$ cat config.mk
export PLATFORM = sky130hd
export DESIGN_NAME = mouse_seg7_display
export DESIGN_NICKNAME = d
export VERILOG_FILES = /design/src/rtl/mouse_seg7_display.sv
export SDC_FILE = /design/constraint.sdc
export NUM_CORES = 1
export LEC_CHECK = 0
export CAP_MARGIN = 20
export CORE_MARGIN = 2
export CORE_UTILIZATION = 41
export DETAILED_ROUTE_END_ITERATION = 8
export RECOVER_POWER = 25
export SYNTH_ARGS = -nofsm -noshare
export SYNTH_HDL_FRONTEND = slang
export SYNTH_SLANG_ARGS = --single-unit
$ cat constraint.sdc
create_clock -name CLK -period 5.53 [get_ports CLK]
set_input_delay 0.8295 -clock CLK [delete_from_list [all_inputs] [get_ports CLK]]
set_output_delay 0.8295 -clock CLK [all_outputs]
set_load 0.01 [all_outputs]
$ cat src/rtl/mouse_seg7_display.sv
// ============================================================================
// Module      : mouse_seg7_display
// Description : Time-multiplexed 4-digit hex display of mouse X/Y. The decimal
//               points show the button state and a scroll-wheel toggle.
// Revision    : 1.0 - initial release
// ============================================================================
`default_nettype none

module mouse_seg7_display #(
    parameter int CLK_FREQ_HZ = 50_000_000,
    parameter int REFRESH_HZ  = 1_000
) (
    input  logic       CLK,
    input  logic       RESET,
    input  logic [3:0] MouseStatus,
    input  logic [7:0] MouseX,
    input  logic [7:0] MouseY,
    input  logic [7:0] MouseZ,
    output logic [3:0] SEG_SELECT,
    output logic [7:0] HEX_OUT
);

    localparam int DIV   = CLK_FREQ_HZ / REFRESH_HZ;
    localparam int CNT_W = (DIV > 1) ? $clog2(DIV) : 1;
    localparam logic [CNT_W-1:0] C_CNT_LAST = CNT_W'(DIV - 1);

    generate
        if (DIV < 2) begin : g_div_check
            $error("mouse_seg7_display: CLK_FREQ_HZ/REFRESH_HZ must be at least 2");
        end
    endgenerate

    logic [CNT_W-1:0] cnt_q,      cnt_d;
    logic [1:0]       idx_q,      idx_d;
    logic             first_q,    first_d;
    logic [7:0]       x_q,        x_d;
    logic [7:0]       y_q,        y_d;
    logic [1:0]       st_q,       st_d;
    logic             dot_q,      dot_d;
    logic [7:0]       z_prev_q,   z_prev_d;
    logic             z_valid_q,  z_valid_d;
    logic [3:0]       seg_q,      seg_d;
    logic [7:0]       hex_q,      hex_d;

    logic             w_tick;
    logic             w_latch;
    logic             w_z_toggle;
    logic [3:0]       w_nib;
    logic             w_dp;
    logic             w_unused_status;

    assign w_unused_status = ^MouseStatus[3:2];

    function automatic logic [6:0] hex_seg(input logic [3:0] n);
        logic [6:0] s;
        case (n)
            4'h0:    s = 7'h40;
            4'h1:    s = 7'h79;
            4'h2:    s = 7'h24;
            4'h3:    s = 7'h30;
            4'h4:    s = 7'h19;
            4'h5:    s = 7'h12;
            4'h6:    s = 7'h02;
            4'h7:    s = 7'h78;
            4'h8:    s = 7'h00;
            4'h9:    s = 7'h10;
            4'hA:    s = 7'h08;
            4'hB:    s = 7'h03;
            4'hC:    s = 7'h46;
            4'hD:    s = 7'h21;
            4'hE:    s = 7'h06;
            default: s = 7'h0E;
        endcase
        return s;
    endfunction

    // Refresh timing and frame latch; first_q forces one latch right after reset.
    always_comb begin
        w_tick  = (cnt_q == C_CNT_LAST);
        cnt_d   = w_tick ? '0 : cnt_q + CNT_W'(1);
        idx_d   = w_tick ? idx_q + 2'd1 : idx_q;
        w_latch = w_tick && ((idx_q == 2'd3) || first_q);
        first_d = first_q & ~w_tick;
        x_d     = w_latch ? MouseX           : x_q;
        y_d     = w_latch ? MouseY           : y_q;
        st_d    = w_latch ? MouseStatus[1:0] : st_q;
    end

    // Scroll indicator: any change of MouseZ flips the dot, first clock only seeds z_prev.
    always_comb begin
        w_z_toggle = z_valid_q && (MouseZ != z_prev_q);
        dot_d      = dot_q ^ w_z_toggle;
        z_prev_d   = MouseZ;
        z_valid_d  = 1'b1;
    end

    // The digit shown after a tick uses the freshly latched frame but the pre-toggle dot.
    always_comb begin
        w_nib = 4'h0;
        w_dp  = 1'b1;
        case (idx_d)
            2'd0: begin
                w_nib = y_d[3:0];
                w_dp  = ~dot_q;
            end
            2'd1: begin
                w_nib = y_d[7:4];
                w_dp  = 1'b1;
            end
            2'd2: begin
                w_nib = x_d[3:0];
                w_dp  = ~st_d[1];
            end
            default: begin
                w_nib = x_d[7:4];
                w_dp  = ~st_d[0];
            end
        endcase
        seg_d = w_tick ? ~(4'b0001 << idx_d) : seg_q;
        hex_d = w_tick ? {w_dp, hex_seg(w_nib)} : hex_q;
    end

    always_ff @(posedge CLK or posedge RESET) begin
        if (RESET) begin
            cnt_q     <= '0;
            idx_q     <= 2'd0;
            first_q   <= 1'b1;
            x_q       <= 8'h00;
            y_q       <= 8'h00;
            st_q      <= 2'b00;
            dot_q     <= 1'b0;
            z_prev_q  <= 8'h00;
            z_valid_q <= 1'b0;
            seg_q     <= 4'hF;
            hex_q     <= 8'hFF;
        end else begin
            cnt_q     <= cnt_d;
            idx_q     <= idx_d;
            first_q   <= first_d;
            x_q       <= x_d;
            y_q       <= y_d;
            st_q      <= st_d;
            dot_q     <= dot_d;
            z_prev_q  <= z_prev_d;
            z_valid_q <= z_valid_d;
            seg_q     <= seg_d;
            hex_q     <= hex_d;
        end
    end

    assign SEG_SELECT = seg_q;
    assign HEX_OUT    = hex_q;

endmodule

`default_nettype wire

==> results of run 1 <==
## cells in the mapped netlist (4+ instances only)
cell,n
a21oi_1,9
a31oi_1,4
and2_1,4
and3_1,5
dfrtp_1,46
dfstp_2,13
ha_1,8
inv_1,10
mux2_2,16
mux2i_1,9
nand2_1,22
nand3_1,13
nor2_1,18
o211ai_1,4
o21ai_0,13
o21ai_1,5
xnor2_1,15
xor2_1,8
## logic make-up (layout without fill, tap and decap cells)
kind of cell,Yosys count,after routing,synth area share [%]
DFF,59,59,49.85
adders and majority gates,8,8,3.343
muxes,27,27,10.03
and+or+nand+nor,88,88,15.84
xor gates and xnor gates,24,24,7.648
AOI/OAI and AO/OA,45,45,10.15
other,1,1,0.1252
buffers and inverters,20,68,3.009
## path summary, 6_finish.rpt
check | from | endpoint | slack, ns | cells past startpoint
worst max-delay path | RESET | x_q[4] | 1.69 | 3
worst min-delay path | HEX_OUT[3] | HEX_OUT[3] | 0.46 | 2
worst max register to register | idx_q[0] | HEX_OUT[3] | 2.18 | 13
worst min register to register | HEX_OUT[3] | HEX_OUT[3] | 0.46 | 2
max in group CLK | idx_q[0] | HEX_OUT[3] | 2.18 | 13
min in group asynchronous | RESET | cnt_q[1] | 2.11 | 3
## report_power, final
group	leakage [nW]	switching, mW	internal, mW	total, mW
Sequential	0.720	0.00432	0.439	0.444
Clock	0.108	0.167	0.243	0.411
Combinational	0.775	0.0164	0.0236	0.0400
Total	1.60	0.188	0.706	0.894
## cell type report
type | count | area (um^2) | share of cell area [%]
clock inverter | 4 | 47.55 | 1.289
sequential | 59 | 1493 | 40.48
inverter | 10 | 37.54 | 1.018
timing repair buffer | 42 | 409.1 | 11.10
tap | 99 | 123.9 | 3.359
clock buffer | 12 | 165.2 | 4.479
multi-input combinational | 193 | 1411 | 38.28
## sequential cells by signal (all words and copies together), names as in the netlist
signal and flops:
cnt_q 16, HEX_OUT 8, x_q 8, y_q 8, z_prev_q 8, SEG_SELECT 4
idx_q 2, st_q 2, dot_q 1, first_q 1, z_valid_q 1
## worst max-delay path, stage by stage
cell and delay (ns):
dlygate4sd3_1 0.53, clkinv_1 0.04, clkbuf_1 2.16
## routing by layer
| layer | routed length (um) | global-route usage [%] | part of all wire, % |
|---|---|---|---|
| met5 | 0 | 0 | 0 |
| met4 | 85 | 7.734 | 1.5 |
| met3 | 245 | 4.986 | 4.3 |
| met2 | 2643 | 24.18 | 46 |
| met1 | 2763 | 22.95 | 48 |
## cell usage in the layout, fill, tap and decap left out, drive strengths merged, types with 2 or more instances in the layout
| cell | synthesis | layout |
|---|---|---|
| o32ai | 2 | 2 |
| and2 | 4 | 4 |
| or3 | 3 | 3 |
| a31oi | 4 | 4 |
| nand2 | 22 | 22 |
| o221ai | 2 | 2 |
| or2 | 2 | 2 |
| mux2 | 18 | 18 |
| nor2 | 21 | 21 |
| dfstp | 13 | 13 |
| nand4 | 4 | 4 |
| xor2 | 8 | 8 |
| mux2i | 9 | 9 |
| and3 | 5 | 5 |
| ha | 8 | 8 |
| a21oi | 9 | 9 |
| clkinv | 0 | 3 |
| dfrtp | 46 | 46 |
| clkdlybuf4s50 | 0 | 30 |
| clkbuf | 3 | 13 |
| o211ai | 4 | 4 |
| nor4 | 2 | 2 |
| o21ai | 19 | 19 |
| xnor2 | 16 | 16 |
| buf | 7 | 2 |
| nand3b | 2 | 2 |
| inv | 10 | 9 |
| nand3 | 13 | 13 |
| dlygate4sd3 | 0 | 9 |
| nor3 | 3 | 3 |
| nor2b | 2 | 2 |
## per-stage QoR
step	instance area (um^2)	setup WS, ns	utilization [%]	instances	total power, mW
final	3687	1.689	51.39	419	0.8942
after global routing	3687	0.9510	51.39	419	0.9364
after CTS	3691	2.135	51.44	419	0.9138
after detailed placement	3478	2.150	48.47	403	0.4942
after global placement	3478	2.191	48.47	403	0.4937
after floorplan	2994	2.706	-	272	0.4674
==> flow_results.org, run 1 <==
** Outcome
- Outcome :: finished, violations left
- The checks that failed: max-capacitance violations, max-slew violations.

** Route
- Via density :: 4.952
- For this block, the initial DRC count from the detailed router was 82.
- After detailed routing, the total wire length is 5739 um.
- In the final routed layout, each cell accounts on average for 13.70 um.
- Routed via count :: 2,075
- TritonRoute pass-1 iters :: 4
- Residual antenna-violating net count after detailed routing :: 0
- DRC errors left :: 0

** Setup path
- Maximum fanout along the worst path :: 59
- STA puts the critical path data required time at 5.29 ns.
- The worst setup path is of the input port to asynchronous set/reset pin kind.
- CP Capture Type :: asynchronous set/reset pin
- At the worst endpoint, the arrival time is 3.60 ns.
- Startpoint kind of the worst setup timing path :: input port

** Clock tree
- CTS Sinks :: 59
- For the worst-skew pair, the clock arrives at the later sink with an insertion delay of 0.34 ns.
- TritonCTS built the clock tree.
- CTS built an H-tree with a depth of 3.
- Clock edge transition at the registers on the reported setup and hold paths :: 0.07 ns
- Buffers inserted during clock tree synthesis total 9.
- In this run, post-CTS hold repair placed 0 buffers.
- The clock passes through at most 2 buffers.
- The number of gates resized after CTS was 0.
- CTS Root Buffer Type :: clkbuf_8
- Count of buffers added by post-CTS timing repair for setup :: 0

** Power
- Power spread over the standard cell area amounts to 242.5 nW/um^2.
- Static leakage :: 1.604 nW
- IR analysis of the VDD net gives a maximum drop of 0.0001354 V.

** STA
- The final count of hold timing violations is 0.
- At the pin with the least slew margin, the transition time is 3.073 ns.
- Final clock period utilization by the worst path :: 69.45%
- Setup TNS :: 0 ns
- Number of slew-limit violations in the final report :: 60
- Setup repair after global routing left no endpoint under its margin.
- The tightest hold path in the finished design has a slack of 0.4580 ns.
- The worst pin sits at a relative slew slack of -104.9%.
- For the final database, setup skew stands at 0.009306 ns.
- Static timing analysis puts the maximum clock frequency at 260.4 MHz.
- Total setup violations reported at the end of the flow :: 0
- The worst path needs 3.841 ns of the cycle, external delays included.

** Logic synthesis
- Of the post-synthesis cell area, the dominant cell type holds 38.45%.
- By area the synthesized netlist is led by dfrtp_1 38%, dfstp_2 11%, mux2_2 6.0%, xnor2_1 4.4%, ha_1 3.3%.
- After synthesis, the mean cell area works out to 11.01 um^2.
- The synthesized design contains 0 enable-type register cells.
- The synthesized design spends more area on one cell type than any other, namely dfrtp_1.
- In this run, synthesis produced a sequential element count of 59.
- Yosys printed 0 warnings.
- Net count after synthesis :: 310
- For this run, asynchronously set or reset flops after synthesis account for 100.0%.
- Synthesis produced 272 cells.
- The cell area that synthesis handed to floorplanning was 2994 um^2.
- The synthesized netlist contains 50 unique library cells.
- Top flip-flop cell by instance count after synthesis :: dfrtp_1
- Sequential elements use 49.85% of the synthesized area.

** Die
- The floorplan step set the die width to 89.46 um.
- The die covers 8002 um^2.
- Core area :: 7176 um^2
- For this configuration, the core starts out at a cell density of 41.73%.
- Total I/O pin count :: 42
- Num rows :: 31
- In this run the vertical extent of the chip is 89.46 um.

** Placement
- Once detailed placement completed, the half-perimeter wirelength came to 4032 um.
- At the end of routability-driven placement, the weighted congestion stood at 0.7754.
- Port buffering added 39 buffers.

** GRT
- Total Routing Usage GR :: 16.68%
- Entering global routing, the biggest net connects 60 pins.
- Number of global-route vias before repair :: 2,071
- Wire length of the first global-routing pass :: 9894 um
- Antenna violations before repair :: 0
- Total gr overflow :: 0

** Cells and area
- After the last flow step, the layout net total stands at 353.
- Of the cells placed in the final design, the portion with a size suffix greater than 1 is 19.06%.
- Compared with the post-synthesis result, the final layout area differs by 23.15%.
- The repair_antennas step left the layout with diodes totalling 0.
- The filler cells instantiated in the layout total 681.

** Min path
- Worst hold path class :: register to register

** Flow run
- Count of max-cap constraint violations :: 1
No activity file was read; power rests on OpenSTA's default activity.
==> run 2, diff against run 1 <==
--- a/config.mk
+++ b/config.mk
@@ -9,6 +9,7 @@
 export CORE_MARGIN = 2
 export CORE_UTILIZATION = 41
 export DETAILED_ROUTE_END_ITERATION = 8
+export PLACE_DENSITY = 0.65
 export RECOVER_POWER = 25
 export SYNTH_ARGS = -nofsm -noshare
 export SYNTH_HDL_FRONTEND = slang
==> constraint.sdc (replaced) <==
create_clock -name CLK -period 3.4 [get_ports CLK]
set_input_delay 0.51 -clock CLK [delete_from_list [all_inputs] [get_ports CLK]]
set_output_delay 0.51 -clock CLK [all_outputs]
set_load 0.01 [all_outputs]
==> run 2 against run 1 <==
Compared with the run above:
- the run now ends clean
- final cell count up 1.9%
- first-iteration DRC count up 89%
- wire length up 0.40%
- sequential share of layout area down 1.0 points
- critical path depth up 11
- global-route usage about the same
- flip-flop and latch count unchanged
- sequential power up 62%
- via count up 0.53%
- non-clock buffer count up 8
- count of clock-buffer cells in the layout down 1
- critical path type is now register to register
- critical endpoint is now HEX_OUT[3]
- largest cell class unchanged
- highest routed layer unchanged
==> flow_results.org, run 2 (synthesis results as in run 1) <==
** Outcome
- Outcome: finished, final reports clean (was finished, violations left).

** Route
- Via density :: 4.885 (was 4.952)
- DRC violation total after the first TritonRoute iteration :: 155 (was 82)
- The residual antenna-violating net count after detailed routing came to 0 (unchanged).
- Routed via count :: 2,086 (was 2,075)
- The final wirelength is 5762 um (was 5739 um).
- The post-detailed-route DRC marker count is 0 (unchanged).
- TritonRoute pass-1 iters :: 4 (unchanged)
- The routed length per placed instance was 13.49 um (was 13.70 um).

** STA
- Setup skew after layout :: 0.007759 ns (was 0.009306 ns)
- Derived from the worst setup path, the maximum achievable clock frequency is 336.2 MHz.
- Number of slew-limit violations in the final report :: 0 (was 60)
- The setup TNS after final layout came to 0 ns (unchanged).
- The setup-violating endpoint count in the final report was 0 (unchanged).
- The final count of hold timing violations is 0 (unchanged).
- The slew at the pin closest to its max-slew limit was 1.257 ns (was 3.073 ns).
- Unrepaired setup endpoints after global routing :: false (unchanged)
- Shortest clock period the worst path allows after layout :: 2.974 ns
- Final-layout worst hold slack :: 0.4575 ns (was 0.4580 ns)
- The tightest slew margin relative to the limit is 16.09% (was -104.9%).
- Final clock period utilization by the worst path :: 87.48%

** Clock tree
- Post-CTS Hold Fix Bufs :: 0 (unchanged)
- CTS H-tree lvls :: 3 (unchanged)
- The post-CTS setup buffer count came to 0 (unchanged).
- The latest clock arrival within the worst-skew pair is 0.34 ns (about the same).
- CTS Sinks :: 59 (unchanged)
- The CTS tree was done (unchanged).
- Clock buffers created by TritonCTS :: 9 (unchanged)
- PostCTS Resize Cnt :: 0 (unchanged)
- The clock transition at the registers of the reported paths is 0.06 ns (was 0.07 ns).
- The buffer levels on the longest clock path is 2 (unchanged).
- CTS Root Buffer Type :: clkbuf_8 (unchanged)

** Cells and area
- The layout cell share with drive strength beyond 1 is 21.34% (was 19.06%).
- Final std cell area, no fill :: 3784 um^2 (was 3687 um^2)
- Total number of nets in the final design :: 361 (was 353)
- Diode insertion count for antenna repair :: 0 (unchanged)
- The register bank with the most flops was cnt_q (unchanged).
- Fill cell total of the finished layout :: 655 (was 681)
- Commonest cells after routing, fill and taps aside: 46 x dfrtp_1, 30 x clkdlybuf4s50_1, 22 x nand2_1 (unchanged).
- Most frequent standard cell in the layout excluding fill and tap cells :: dfrtp_1 (unchanged)
- Core occupancy in the finished layout :: 52.73% (was 51.39%)
- The flip-flop count of the largest register after layout was 16 (unchanged).
- The layout overhead on the synthesized area was 26.37% (was 23.15%).

** Die
- Width of the die :: 89.46 um (unchanged)
- The die area was 8002 um^2 (unchanged).
- The core area came to 7176 um^2 (unchanged).
- The starting density of the core came to 41.73% (unchanged).
- Y dimension of the die :: 89.46 um (unchanged)
- Num rows :: 31 (unchanged)
- Total I/O pin count :: 42 (unchanged)

** Min path
- The worst min-delay path endpoint was cnt_q[0] (was HEX_OUT[3]).
- Worst hold path class :: register to register (unchanged)
- The startpoint of the most critical hold path was cnt_q[0] (was HEX_OUT[3]).
- Depth of the worst hold-timing path :: 1 (was 2)

** Setup path
- The arrival time at the worst endpoint came to 3.24 ns (was 3.60 ns).
- Critical R2R Capture :: HEX_OUT[3] (unchanged)
- The reg-to-reg startpoint is cnt_q[0] (was idx_q[0]).
- The required time at the endpoint of the critical path is 3.67 ns (was 5.29 ns).
- CP Class :: register to register (was input port to asynchronous set/reset pin)
- CP Capture Type :: register (was asynchronous set/reset pin)
- Worst reg-to-reg path cell count :: 14 (was 13)
- The origin of the worst setup path was cnt_q[0] (was RESET).
- Setup slack on the worst flop-to-flop path :: 0.43 ns (was 2.18 ns)
- The largest fanout on the critical path was 7 (was 59).
- The startpoint kind of the worst setup timing path is a register (was input port).

** Placement
- The final RePlAce weighted congestion came to 0.7865 (was 0.7754).
- The number of I/O port buffers is 39 (unchanged).
- The placed wire-length estimate after detailed placement is 4126 um (was 4032 um).
- The standard cell area after detailed placement was 3538 um^2 (was 3478 um^2).

** GRT
- The via count of the first global-routing pass came to 2,126 (was 2,071).
- The global-route wire length before repair came to 10,040 um (was 9894 um).
- Total Routing Usage GR :: 16.64% (was 16.68%)
- Met3 demand-to-capacity share in global routing :: 3.601% (was 4.986%)
- Global-route track usage on met2 :: 24.71% (was 24.18%)
- The number of antenna violations at the first check in global routing was 0 (unchanged).
- The global-route track usage on met1 is 23.08% (was 22.95%).
- Most used routing layer in global routing :: met2 (unchanged)
- Pin count of the biggest net entering global routing :: 34 (was 60)
- Total gr overflow :: 0 (unchanged)

** Flow run
- Count of max-cap constraint violations :: 0 (was 1)

** Power
- Static leakage :: 1.669 nW (was 1.604 nW)
- The total power per unit cell area is 415.9 nW/um^2 (was 242.5 nW/um^2).
- Max rail drop VDD :: 0.0002343 V (was 0.0001354 V)
run 2: worst max-delay path, cell delays in order, from the launching register on:
cell	delay (ns)
dfrtp_1	0.37
ha_1	0.19
and3_1	0.28
nand4_2	0.19
nor2_4	0.24
mux2_2	0.37
mux2i_1	0.18
mux2i_2	0.15
inv_1	0.15
ha_1	0.16
inv_1	0.03
or2_2	0.29
nand3_1	0.08
o21ai_0	0.08
o21ai_1	0.14
run 2: area by class of cell:
class	instances	area (um^2)	share of cell area [%]
Multi-Input combinational cell	193	1415	37.40
Inverter	10	37.54	0.9921
Sequential cell	59	1493	39.45
Timing Repair Buffer	50	473.0	12.50
Tap cell	99	123.9	3.274
Clock buffer	11	141.4	3.737
Clock inverter	5	100.1	2.646
run 2: metal layers:
metal  up-vias  wire length [um]
li1       1052                 -
met1       988              2817
met2        33              2604
met3        13               188
met4         0               151
met5         -                 0
run 2: worst max path at each step:
stage          cells past startpoint    endpoint
2_1_floorplan                     13  HEX_OUT[0]
3_3_place_gp                      12  HEX_OUT[1]
3_5_place_dp                      12  HEX_OUT[1]
4_1_cts                           12  HEX_OUT[1]
5_1_grt                           12  HEX_OUT[0]
6_report                          14  HEX_OUT[3]
run 2: power breakdown:
part | internal (mW) | switching (mW)
logic | 0.0398 | 0.0285
registers | 0.714 | 0.00595
clock network | 0.505 | 0.280
total | 1.26 | 0.315
run 2: per-stage QoR:
step	power (mW)	worst slack (ns)	cells
2_1_floorplan	0.7601	0.5761	272
3_3_place_gp	0.8037	0.3778	411
3_5_place_dp	0.8054	0.3402	411
4_1_cts	1.594	0.3111	427
5_1_grt	1.631	0.09335	427
6_report	1.574	0.4256	427
